`config.mk`:
```
export PLATFORM = sky130hd
export DESIGN_NAME = key_event_encoder_flat
export DESIGN_NICKNAME = d
export VERILOG_FILES = /design/src/rtl/key_event_encoder_if.sv /design/src/rtl/key_event_encoder.sv /design/src/flat_wrapper.sv
export SDC_FILE = /design/constraint.sdc
export NUM_CORES = 1
export LEC_CHECK = 0
export BUFFER_PORTS_ARGS = -buffer_cell sky130_fd_sc_hd__buf_4
export CORE_MARGIN = 3
export CORE_UTILIZATION = 50
export DETAILED_ROUTE_END_ITERATION = 12
export HOLD_SLACK_MARGIN = 0.06
export PLACE_DENSITY = 0.72
export SYNTH_ARGS = -nofsm -noshare
export SYNTH_HDL_FRONTEND = slang
export SYNTH_SLANG_ARGS = --single-unit
```
`constraint.sdc`:
```
create_clock -name clk_1000hz -period 2.2 [get_ports clk_1000hz]
set_input_delay 0.22 -clock clk_1000hz [delete_from_list [all_inputs] [get_ports clk_1000hz]]
set_output_delay 0.22 -clock clk_1000hz [all_outputs]
set_load 0.005 [all_outputs]
```
`src/rtl/key_event_encoder_if.sv`:
```
// Key event bus: debounced key levels in, buffered key-code events out over valid/ready.
// Latency: none (signal bundle only).
// Backpressure: key_ready from the consumer stalls the event FIFO inside the encoder.
interface key_event_encoder_if #(
    parameter int CODE_W = 4
) ();
    localparam int NKEYS = 2 ** CODE_W;

    logic [NKEYS-1:0]  pressed;
    logic [CODE_W-1:0] key_code;
    logic              key_valid;
    logic              key_ready;
    logic              overflow;
    logic              any_pressed;

    // Encoder side.
    modport master (
        input  pressed,
        input  key_ready,
        output key_code,
        output key_valid,
        output overflow,
        output any_pressed
    );

    // Key matrix / consumer side.
    modport slave (
        output pressed,
        output key_ready,
        input  key_code,
        input  key_valid,
        input  overflow,
        input  any_pressed
    );
endinterface

```
`src/rtl/key_event_encoder.sv`:
```
// Turns debounced per-key levels into one key-code event per press, queued in a small FIFO.
// Latency: press sampled at posedge k -> pending at k -> pushed at k+1 -> key_valid after k+1.
// Backpressure: key_ready low holds events in the FIFO, then in the pending mask; a re-press of a still-pending key is lost and pulses overflow.
// Optional auto-repeat of a single held key is enabled by defining KEY_AUTOREPEAT_EN.
module key_event_encoder #(
    parameter int CODE_W       = 4,
    parameter int FIFO_DEPTH   = 4,
    parameter int REPEAT_DELAY = 500,
    parameter int REPEAT_RATE  = 100
) (
    input  logic                clk_1000hz,
    input  logic                rst_n,
    key_event_encoder_if.master bus
);
    localparam int NKEYS = 2 ** CODE_W;
    localparam int PTR_W = $clog2(FIFO_DEPTH);
    localparam int CNT_W = $clog2(FIFO_DEPTH + 1);

    logic [NKEYS-1:0]  prev;
    logic [NKEYS-1:0]  pending;
    logic [NKEYS-1:0]  key_edge;
    logic [NKEYS-1:0]  served;
    logic [NKEYS-1:0]  rep_set;
    logic              overflow_q;
    logic              lost;

    logic [CODE_W-1:0] fifo_mem [FIFO_DEPTH];
    logic [PTR_W-1:0]  rd_ptr;
    logic [PTR_W-1:0]  wr_ptr;
    logic [CNT_W-1:0]  count;
    logic              push;
    logic              pop;

    logic              svc_any;
    logic [CODE_W-1:0] svc_idx;

    // A key whose level is high now but was low at the previous tick has just been pressed.
    assign key_edge = bus.pressed & ~prev;

    // Pop uses only registered state plus key_ready; the outputs themselves never depend on key_ready.
    assign pop  = (count != '0) && bus.key_ready;
    // A full FIFO still accepts a push when the head leaves in the same cycle.
    assign push = svc_any && ((count != CNT_W'(FIFO_DEPTH)) || pop);

    assign served = push ? (NKEYS'(1) << svc_idx) : '0;

    // A fresh press on a key that is still waiting (and not leaving this cycle) cannot be represented.
    assign lost = |(key_edge & pending & ~served);

    // Pick the lowest-index pending key so simultaneous presses come out in ascending order.
    always_comb begin
        svc_any = 1'b0;
        svc_idx = '0;
        for (int i = NKEYS - 1; i >= 0; i--) begin
            if (pending[i]) begin
                svc_any = 1'b1;
                svc_idx = CODE_W'(i);
            end
        end
    end

    // Edge history, pending mask and the overflow pulse.
    always_ff @(posedge clk_1000hz or negedge rst_n) begin
        if (!rst_n) begin
            prev       <= '0;
            pending    <= '0;
            overflow_q <= 1'b0;
        end else begin
            prev       <= bus.pressed;
            pending    <= (pending & ~served) | key_edge | rep_set;
            overflow_q <= lost;
        end
    end

    // Event FIFO storage and pointers; power-of-2 depth lets the pointers wrap naturally.
    always_ff @(posedge clk_1000hz or negedge rst_n) begin
        if (!rst_n) begin
            for (int i = 0; i < FIFO_DEPTH; i++) begin
                fifo_mem[i] <= '0;
            end
            rd_ptr <= '0;
            wr_ptr <= '0;
            count  <= '0;
        end else begin
            if (push) begin
                fifo_mem[wr_ptr] <= svc_idx;
                wr_ptr           <= wr_ptr + 1'b1;
            end
            if (pop) begin
                rd_ptr <= rd_ptr + 1'b1;
            end
            if (push && !pop) begin
                count <= count + 1'b1;
            end else if (pop && !push) begin
                count <= count - 1'b1;
            end
        end
    end

    assign bus.key_code    = fifo_mem[rd_ptr];
    assign bus.key_valid   = (count != '0);
    assign bus.overflow    = overflow_q;
    assign bus.any_pressed = |prev;

`ifdef KEY_AUTOREPEAT_EN
    localparam int REP_MAX = (REPEAT_DELAY > REPEAT_RATE) ? REPEAT_DELAY : REPEAT_RATE;
    localparam int REP_W   = $clog2(REP_MAX + 1);

    typedef enum logic [1:0] {
        REP_OFF,
        REP_DELAY,
        REP_RATE
    } rep_state_t;

    rep_state_t       rep_state;
    rep_state_t       rep_state_nxt;
    logic [REP_W-1:0] rep_cnt;
    logic [REP_W-1:0] rep_cnt_nxt;
    logic             rep_fire;

    // Repeat state and cycle counter.
    always_ff @(posedge clk_1000hz or negedge rst_n) begin
        if (!rst_n) begin
            rep_state <= REP_OFF;
            rep_cnt   <= '0;
        end else begin
            rep_state <= rep_state_nxt;
            rep_cnt   <= rep_cnt_nxt;
        end
    end

    // Arm only on a lone fresh press; any later change of the held set disarms until the next lone press.
    always_comb begin
        rep_state_nxt = rep_state;
        rep_cnt_nxt   = rep_cnt;
        rep_fire      = 1'b0;
        if (bus.pressed != prev) begin
            rep_cnt_nxt = '0;
            if ($onehot(bus.pressed) && (|key_edge)) begin
                rep_state_nxt = REP_DELAY;
            end else begin
                rep_state_nxt = REP_OFF;
            end
        end else begin
            case (rep_state)
                REP_DELAY: begin
                    if (rep_cnt == REP_W'(REPEAT_DELAY - 1)) begin
                        rep_fire      = 1'b1;
                        rep_state_nxt = REP_RATE;
                        rep_cnt_nxt   = '0;
                    end else begin
                        rep_cnt_nxt = rep_cnt + 1'b1;
                    end
                end
                REP_RATE: begin
                    if (rep_cnt == REP_W'(REPEAT_RATE - 1)) begin
                        rep_fire    = 1'b1;
                        rep_cnt_nxt = '0;
                    end else begin
                        rep_cnt_nxt = rep_cnt + 1'b1;
                    end
                end
                default: begin
                    rep_cnt_nxt = '0;
                end
            endcase
        end
    end

    // A repeat re-marks the single held key; merging into an already-pending bit is silent.
    assign rep_set = rep_fire ? prev : '0;
`else
    logic unused_repeat_cfg;

    assign rep_set           = '0;
    assign unused_repeat_cfg = (REPEAT_DELAY > 0) ^ (REPEAT_RATE > 0);
`endif

endmodule
```
`src/flat_wrapper.sv`:
```
// flat-port wrapper written by rule: the top's interface ports become plain ports
module key_event_encoder_flat 
#(
    parameter int CODE_W       = 4,
    parameter int FIFO_DEPTH   = 4,
    parameter int REPEAT_DELAY = 500,
    parameter int REPEAT_RATE  = 100
)
  (clk_1000hz, rst_n, bus_pressed, bus_key_ready, bus_key_code, bus_key_valid, bus_overflow, bus_any_pressed);
  key_event_encoder_if #(.CODE_W(CODE_W)) bus_i ();
  input  logic clk_1000hz;
  input  logic rst_n;
  input wire logic [$bits(bus_i.pressed)-1:0] bus_pressed;
  input wire logic [$bits(bus_i.key_ready)-1:0] bus_key_ready;
  output wire logic [$bits(bus_i.key_code)-1:0] bus_key_code;
  output wire logic [$bits(bus_i.key_valid)-1:0] bus_key_valid;
  output wire logic [$bits(bus_i.overflow)-1:0] bus_overflow;
  output wire logic [$bits(bus_i.any_pressed)-1:0] bus_any_pressed;
  assign bus_i.pressed = bus_pressed;
  assign bus_i.key_ready = bus_key_ready;
  assign bus_key_code = bus_i.key_code;
  assign bus_key_valid = bus_i.key_valid;
  assign bus_overflow = bus_i.overflow;
  assign bus_any_pressed = bus_i.any_pressed;
  key_event_encoder #(.CODE_W(CODE_W), .FIFO_DEPTH(FIFO_DEPTH), .REPEAT_DELAY(REPEAT_DELAY), .REPEAT_RATE(REPEAT_RATE)) u_core (.clk_1000hz(clk_1000hz), .rst_n(rst_n), .bus(bus_i));
endmodule
```
Yosys cells after proc, flatten, opt, wreduce, memory -nomap -nowiden
Index checks and enable logic that the tools add are counted.

operators by class
  bitwise logic cells = 9
  shifts and indexed selects = 1
  mux-type cells = 41
  $lt $le $gt $ge = 3
  reductions and logical operators = 12
  eq/ne operators = 1
  add/sub/neg operators = 4

operators with widths
  cell                  number
  $mux 4                19
  $and 16x16->16        4
  $not 16->16           2
  $reduce_or 16->1      2
  $bwmux 16             1
  $mux 1                16
  $mux 16               1
  $or 16x16->16         1
  $shl 1x4->16 const A  1
  $bmux 4 s2            1
  $demux 4 s2           1
  $ge 3x3->1 const B    2
  $mux 3                2
  $not 2->3             2
  $logic_and 1x1->1     5
  $add 2x1->2 const B   2
  $add 3x1->3 const B   1
  $lt 3x1->1 const B    1
  $ne 3x3->1 const B    1
  $reduce_bool 3->1     1
  $sub 3x1->3 const B   1
  $logic_not 1->1       2
  $reduce_bool 2->1     1
  $logic_or 1x1->1      1

word-level totals
  word-level logic and storage cells = 81
  output and inout bits = 7
  bits of input ports = 19
  register bits = 56

Logic depth before layout (Yosys ltp)
Gate-level depths: netlist of run 1.

  word-level depth = 21
  gate-level depth with buffers = 10
  gate-level depth less buffers = 10

Worst setup path after synthesis of run 1
No wires, ideal clock.

  path type = flip-flop to flip-flop
  start point = reg u_core.pending[1]
  end point = reg u_core.count[1]
  required time = 2.075 ns
  setup time = 0.125 ns
  clock period less this slack = 2.431 ns
  buffers on the path = 1
  data arrival time = 2.307 ns
  slack = -0.231 ns
  stages on the path, launching flop included = 9
  cells stage by stage = dfrtp_1 buf_6 or4_4 nor2b_4 a21oi_1 ha_1 inv_1 fa_1 mux2_2

on the way
  cells in the longest elaborated chain, start to end = 6
  elaborated cells on any way between the ends = 8
  classes of those cells = 3 x mux; 5 x reduce/logical

RTL lines
  item                         RTL line                 source
  start: declaration           key_event_encoder.sv:20  logic [NKEYS-1:0] pending;
  start signal: assignment     key_event_encoder.sv:70  pending <= (pending & ~served) | key_edge | rep_set;
  $mux 1 (*) (2 in series)     key_event_encoder.sv:55  if (pending[i]) begin
  $logic_and 1x1->1 (*)        key_event_encoder.sv:43  assign push = svc_any && ((count != CNT_W'(FIFO_DEPTH)) || pop);
  via u_core.push              key_event_encoder.sv:31  logic push;
  $logic_not 1->1              key_event_encoder.sv:94  end else if (pop && !push) begin
  $logic_and 1x1->1            key_event_encoder.sv:94
  $reduce_bool 2->1 (no line)  n/a
  end signal: assignment       key_event_encoder.sv:93  count <= count + 1'b1;
  end signal: assignment       key_event_encoder.sv:95  count <= count - 1'b1;
  end: declaration             key_event_encoder.sv:30  logic [CNT_W-1:0] count;

The timed path passes the listed nets; every way through them passes the cells marked *.
A chain may end at the register's enable or synchronous reset.

Worst setup path after layout of run 1
  start point = reg u_core.pending[7]
  end point = reg u_core.overflow_q, in the netlist u_core.bus.overflow

on the way
  cells in the longest elaborated chain, start to end = 13
  elaborated cells on any way between the ends = 23
  classes of those cells = 1 x shift; 17 x mux; 3 x bitwise; 2 x reduce/logical

RTL lines
  item                                                      RTL line                                          source
  $mux 4 / $mux 1 (equally long branches) (8 in series)     key_event_encoder.sv:55
  $shl 1x4->16 / $logic_and 1x1->1 (equally long branches)  key_event_encoder.sv:45, key_event_encoder.sv:43
  $mux 16                                                   key_event_encoder.sv:45                           assign served = push ? (NKEYS'(1) << svc_idx) : '0;
  $not 16->16                                               key_event_encoder.sv:48                           assign lost = |(key_edge & pending & ~served);
  $and 16x16->16 (*)                                        key_event_encoder.sv:48
  $reduce_or 16->1 (*)                                      key_event_encoder.sv:48
  via u_core.lost                                           key_event_encoder.sv:25                           logic lost;
  end signal: assignment                                    key_event_encoder.sv:71                           overflow_q <= lost;
  end: declaration                                          key_event_encoder.sv:24                           logic overflow_q;

Marks and branches as above.

==> impl_metrics.tcl, run 1 <==
set metrics [dict create \
    ff2ff_path_depth 8 \
    rrSetupSlack_ns -0.03 \
    wl_per_cell_um 15.8 \
    root_buffer "clkbuf_8" \
    yosys_warnings 0 \
    ant_nets 0 \
    clk_latency_ns 0.30 \
    n_antenna_cell 0 \
    cp.arrival_ns 2.42 \
    fin_skew_ns 0.00451 \
    dp_hpwl_um 4170 \
    relSlewSlack 0.543 \
    gp_congestion 0.907 \
    synthTopCellsByArea "dfrtp_1 53%, o21ai_0 4.0%, mux2_2 3.8%, nand2_1 3.8%, mux4_2 3.4%" \
    async_flop_share 1.00 \
    cp-start-kind "flip-flop" \
    vias 2112 \
    maxCapViolations 0 \
    p_per_area_mw_per_mm2 987 \
    synth.yosys.seq_area_share 0.532 \
    totalWireLength_um 6040 \
    grt_pass1_wl_um 10300 \
    worst_slew_pin_slew_ns 0.685 \
    ys.flop_type "dfrtp_1" \
    syn_avg_cell_area_sq_um 11.3 \
    path_class "flip-flop to flip-flop" \
    htree_levels 2 \
    rows 25 \
    path_clk_slew_ns 0.09 \
    synth-edff-count 0 \
    die_w_um 78.6 \
    p_leak_nw 1.50 \
    numCtsBuffers 5 \
    grt_max_degree 57 \
    routed_via_density 5.53 \
    regToRegEndpoint "u_core.bus.overflow" \
    fin_crit_sh 1.01 \
    antenna_found_initial 0 \
    violations "negative setup slack" \
    core-area_sq_mm 0.00491 \
    synthesis.area_sq_mm 0.00264 \
    io_pins 26 \
    synth.most_common_cell "dfrtp_1" \
    drt_first_iter_violations 166 \
    dr.pass1.iters 4 \
    outcome "finished with violations" \
    cp.required_ns 2.39 \
    yosysTopAreaCellShare 0.532 \
    drc_errors 0 \
    grt_pass1_vias 2181 \
    hold_path.class "input pin to flip-flop" \
    yosysUniqueCellTypes 51 \
    vdd_drop_max_mv 0.651 \
    timing_max_transition_violations_final 0 \
    start_util 0.537 \
    final_nets 339 \
    max_freq_mhz 448 \
    ys_ff_latch 56 \
    fillers 352 \
    holdPathStages 3 \
    areaGrowthSynthToFinish_pct 33.3 \
    whs_ns 0.205 \
    clk_path_buf_depth 2 \
    syn_inst 233 \
    total_power_mw 3.47 \
    rsz0062_at_grt "true" \
    hold_viol 0 \
    ys_top_cells_by_count "56 x dfrtp_1, 27 x nand2_1, 21 x o21ai_0" \
    syn-num-nets 258 \
    min_from "bus_key_ready" \
    fin_ws_ns -0.0297 \
    drive_above_1_share 0.340 \
    crit_path_end_kind "flip-flop" \
    cts_tree "built" \
    grt.overflow.total 0 \
    grt_usage 0.212 \
    post-route-min-period_ns 2.23 \
    r2r_start "u_core.pending[7]" \
    finalSetupViolations 2 \
    port_buffers 25 \
    dieHeight_um 78.6 \
    synth_largest_area_cell "dfrtp_1" \
    cts_sinks 56 \
    path_max_fanout 3 \
    dieArea_sq_mm 0.00618 \
    hold_end "u_core.rd_ptr[1]" \
]
-- where the power goes --
part / leakage, nW / switching [mW] / total [mW] / internal, mW
registers: 0.640 / 0.183 / 1.44 / 1.26
clock network: 0.0455 / 0.317 / 0.575 / 0.258
logic: 0.818 / 0.679 / 1.45 / 0.773
-- worst max-delay path, stage by stage (launching register included) --
cell and delay, ns:
dfrtp_1 0.40, buf_4 0.14, or3b_1 0.41, a311oi_2 0.32, a311oi_2 0.11, or3_4 0.37
nand4b_1 0.11, o311a_1 0.18, nand4_1 0.07
-- worst max path at each step --
stage	from	endpoint	slack, ns
after CTS	u_core.pending[0]	u_core.count[1]	-0.03
final	u_core.pending[7]	u_core.bus.overflow	-0.03
after floorplan	u_core.pending[1]	u_core.count[1]	-0.13
after global placement	u_core.pending[3]	u_core.bus.overflow	0.01
after global routing	u_core.pending[3]	u_core.count[1]	-0.12
after detailed placement	u_core.pending[3]	u_core.count[1]	-0.03
-- layout make-up --
type | instances | area (sq um) | area share
Inverter | 12 | 45.0 | 0.0128
Timing Repair Buffer | 77 | 624 | 0.178
Sequential cell | 56 | 1400 | 0.400
Multi-Input combinational cell | 162 | 1270 | 0.360
Tap cell | 67 | 83.8 | 0.0239
Clock buffer | 8 | 90.1 | 0.0256
-- registers in the layout, indices dropped and copies added, names as in the netlist --
| signal | cells |
|---|---|
| u_core.fifo_mem | 16 |
| u_core.pending | 16 |
| u_core.prev | 16 |
| u_core.count | 3 |
| u_core.rd_ptr | 2 |
| u_core.wr_ptr | 2 |
| u_core.bus.overflow | 1 |
-- metal layers --
| metal | wire length (um) | global-route usage |
|---|---|---|
| met5 | 0 | 0 |
| met4 | 74 | 0.0524 |
| met3 | 207 | 0.0424 |
| met2 | 2910 | 0.348 |
| met1 | 2850 | 0.288 |
-- through the flow --
step	cell area [sq um]	TNS, ns	worst slack (ns)	std cells	utilization
floorplan	2660	-0.128	-0.128	233	-
global placement	3120	0	0.0144	350	0.635
detailed placement	3120	-0.0370	-0.0287	350	0.635
CTS	3430	-0.0653	-0.0332	378	0.698
global route	3510	-0.318	-0.116	382	0.715
finish	3510	-0.0552	-0.0297	382	0.715
-- logic make-up (layout without fill, tap and decap cells) --
group,Yosys count,after routing,share of synthesized area
AND/OR/NAND/NOR,86,86,0.181
AO/OA/AOI/OAI,51,51,0.139
flip-flops,56,56,0.532
multiplexers,13,13,0.0727
XOR/XNOR,6,6,0.0199
adder cells (fa/ha/maj),6,6,0.0313
buffers and inverters,15,97,0.0242
-- timing repair --
item                                    4_1_cts  5_1_grt
setup buffers                                 3        4
endpoints found under the setup margin        2        5
endpoints found under the hold margin        72        0
hold buffers                                 17        0
pin swaps                                     5       10
gates resized for setup                       6       13
-- cell usage in the layout (no fill, tap or decap), types with 6 or more instances in the layout --
cell | netlist | final
nand2_1 | 27 | 25
nor4_1 | 7 | 7
nand2b_1 | 10 | 10
mux2_2 | 9 | 8
buf_4 | 0 | 59
nor2_1 | 15 | 15
dlygate4sd3_1 | 0 | 17
inv_1 | 12 | 11
o21ai_0 | 21 | 20
clkbuf_8 | 0 | 6
dfrtp_1 | 56 | 54
No activity file was read; power rests on OpenSTA's default activity.
==> run 2: changes to the inputs <==
--- a/config.mk
+++ b/config.mk
@@ -7,10 +7,9 @@
 export LEC_CHECK = 0
 export BUFFER_PORTS_ARGS = -buffer_cell sky130_fd_sc_hd__buf_4
 export CORE_MARGIN = 3
-export CORE_UTILIZATION = 50
+export CORE_UTILIZATION = 40
 export DETAILED_ROUTE_END_ITERATION = 12
 export HOLD_SLACK_MARGIN = 0.06
-export PLACE_DENSITY = 0.72
 export SYNTH_ARGS = -nofsm -noshare
 export SYNTH_HDL_FRONTEND = slang
 export SYNTH_SLANG_ARGS = --single-unit
==> run 2 against run 1 <==
Against the previous run: the run still ends with negative setup slack left; critical path depth is 1 lower; cell area down 1.2%; global-route usage is 4.1 points lower; die area rose by 23%; count of clock-buffer cells in the layout unchanged; via count is 4.2% lower; clock power decreased by 3%; critical path type unchanged; largest power group is now sequential cells; highest routed layer unchanged.
==> impl_metrics.tcl, run 2 (synthesis gave the netlist of run 1 again) <==
set metrics [dict create \
    grt_max_degree 57 \
    layout_common_cells "55 x buf_4, 54 x dfrtp_1, 26 x nand2_1" \
    areaGrowthSynthToFinish_pct 31.8 \
    cpMaxStageDelayCell "dfrtp_2" \
    final_nets 334 \
    stdcell_area_sq_mm 0.00347 \
    post-route-min-period_ns 2.23 \
    fin_skew_ns 0.00332 \
    rsz0062_at_grt "true" \
    vias 2024 \
    relSlewSlack 0.538 \
    crit_family "simple AND/OR/NAND/NOR gates" \
    p_leak_nw 1.48 \
    io_pins 26 \
    mostFrequentLayoutCell "buf_4" \
    grt_usage 0.171 \
    multi_input_area_sq_mm 0.00126 \
    cp.arrival_ns 2.40 \
    worstPathCellList "or3b_1 > a311oi_2 > a311oi_2 > or3_4 > nand4b_1 > o311a_1 > nand4_1" \
    fin_ws_ns -0.0260 \
    fillers 522 \
    dieArea_sq_mm 0.00760 \
    ff_latch_area_sq_mm 0.00140 \
    cpPeakStageDelay_ns 0.47 \
    cp-start-kind "flip-flop" \
    timing_max_transition_violations_final 0 \
    cts_sinks 56 \
    top_regs "u_core.fifo_mem x16, u_core.pending x16, u_core.prev x16" \
    antenna_found_initial 0 \
    wl_per_cell_um 15.3 \
    dieHeight_um 87.2 \
    max_freq_mhz 449 \
    placed_area_sq_mm 0.00314 \
    drc_errors 0 \
    dp_slack_ns -0.0441 \
    p_per_area_mw_per_mm2 969 \
    n_antenna_cell 0 \
    path_max_fanout 7 \
    clk_latency_ns 0.30 \
    critPathBufInv 0 \
    rows 28 \
    violations "negative setup slack" \
    gp_congestion 0.852 \
    vdd_drop_max_mv 0.610 \
    ant_nets 0 \
    worst_slew_pin_slew_ns 0.694 \
    path_class "flip-flop to flip-flop" \
    dp_hpwl_um 4420 \
    cts_tree "built" \
    htree_levels 2 \
    crit_path_end_kind "flip-flop" \
    grt_pass1_wl_um 10100 \
    outcome "finished with violations" \
    cpMostUsedCell "a311oi_2" \
    drive_above_1_share 0.332 \
    path_clk_slew_ns 0.09 \
    grt_pass1_vias 2094 \
    hold_path.class "input pin to flip-flop" \
    root_buffer "clkbuf_8" \
    start_util 0.430 \
    port_buffers 25 \
    routed_via_density 5.26 \
    drt_first_iter_violations 110 \
    core-area_sq_mm 0.00613 \
    clk_path_buf_depth 2 \
    dr.pass1.iters 4 \
    fin_crit_sh 1.01 \
    maxCapViolations 0 \
    grt.overflow.total 0 \
    totalWireLength_um 5910 \
    cp.required_ns 2.38 \
    numCtsBuffers 5 \
    die_w_um 87.2 \
    finalSetupViolations 1 \
    hold_viol 0 \
]
## run 2: changes by cell type in the layout (fill, tap and decap cells not counted), sizes merged
cell | previous run | this run
buf | 60 | 55
## run 2: stage by stage
step / utilization / std cells / power [mW] / hold slack [ns] / setup TNS, ns
floorplan: - / 233 / 2.20 / -0.0756 / -0.128
detailed placement: 0.511 / 359 / 2.73 / 0.314 / -0.0469
finish: 0.566 / 385 / 3.37 / 0.217 / -0.0260
CTS: 0.557 / 385 / 3.34 / 0.212 / -0.000444
global placement: 0.511 / 359 / 2.71 / 0.321 / -0.0486
global route: 0.566 / 385 / 3.65 / 0.213 / -0.153
## run 2: layout make-up
cell class,count,area share
repair buffers,72,0.168
multi-input cells,162,0.362
inverters,12,0.0130
clock buffers,8,0.0259
flip-flops and latches,56,0.404
well taps,75,0.0270
## run 2: power breakdown
part           leakage, nW  switching, mW  total, mW  internal [mW]
combinational        0.791          0.645       1.35          0.709
sequential           0.640          0.196       1.45           1.26
clock               0.0455          0.302      0.559          0.257
total                 1.48           1.14       3.37           2.22
## run 2: worst paths after layout
check / startpoint / endpoint / slack, ns / depth (start not counted)
worst max-delay path: u_core.pending[5] / u_core.bus.overflow / -0.03 / 7
worst min-delay path: bus_key_ready / u_core.rd_ptr[1] / 0.22 / 3
worst max register to register: u_core.pending[5] / u_core.bus.overflow / -0.03 / 7
worst min register to register: u_core.fifo_mem[13] / u_core.fifo_mem[13] / 0.48 / 2
max in group asynchronous: rst_n / u_core.count[1] / 1.20 / 2
min in group asynchronous: rst_n / u_core.pending[15] / 0.51 / 2
## run 2: tightest hold or removal path, delay by kind of cell
kind | cells | cell delay, ns
xor gates and xnor gates | 1 | 0.06
and+or+nand+nor | 1 | 0.08
buffers and inverters | 1 | 0.13
## run 2: repair_timing
item / 4_1_cts / 5_1_grt
endpoints found under the hold margin: 72 / 0
endpoints found under the setup margin: 2 / 5
gates resized for setup: 5 / 12
setup buffers: 1 / 0
pin swaps: 2 / 1
hold buffers: 17 / 0
## run 2: metal layers
metal	wire length (um)	track usage
met1	2950	0.250
met2	2670	0.264
met3	220	0.0341
met4	59	0.0377
met5	0	0
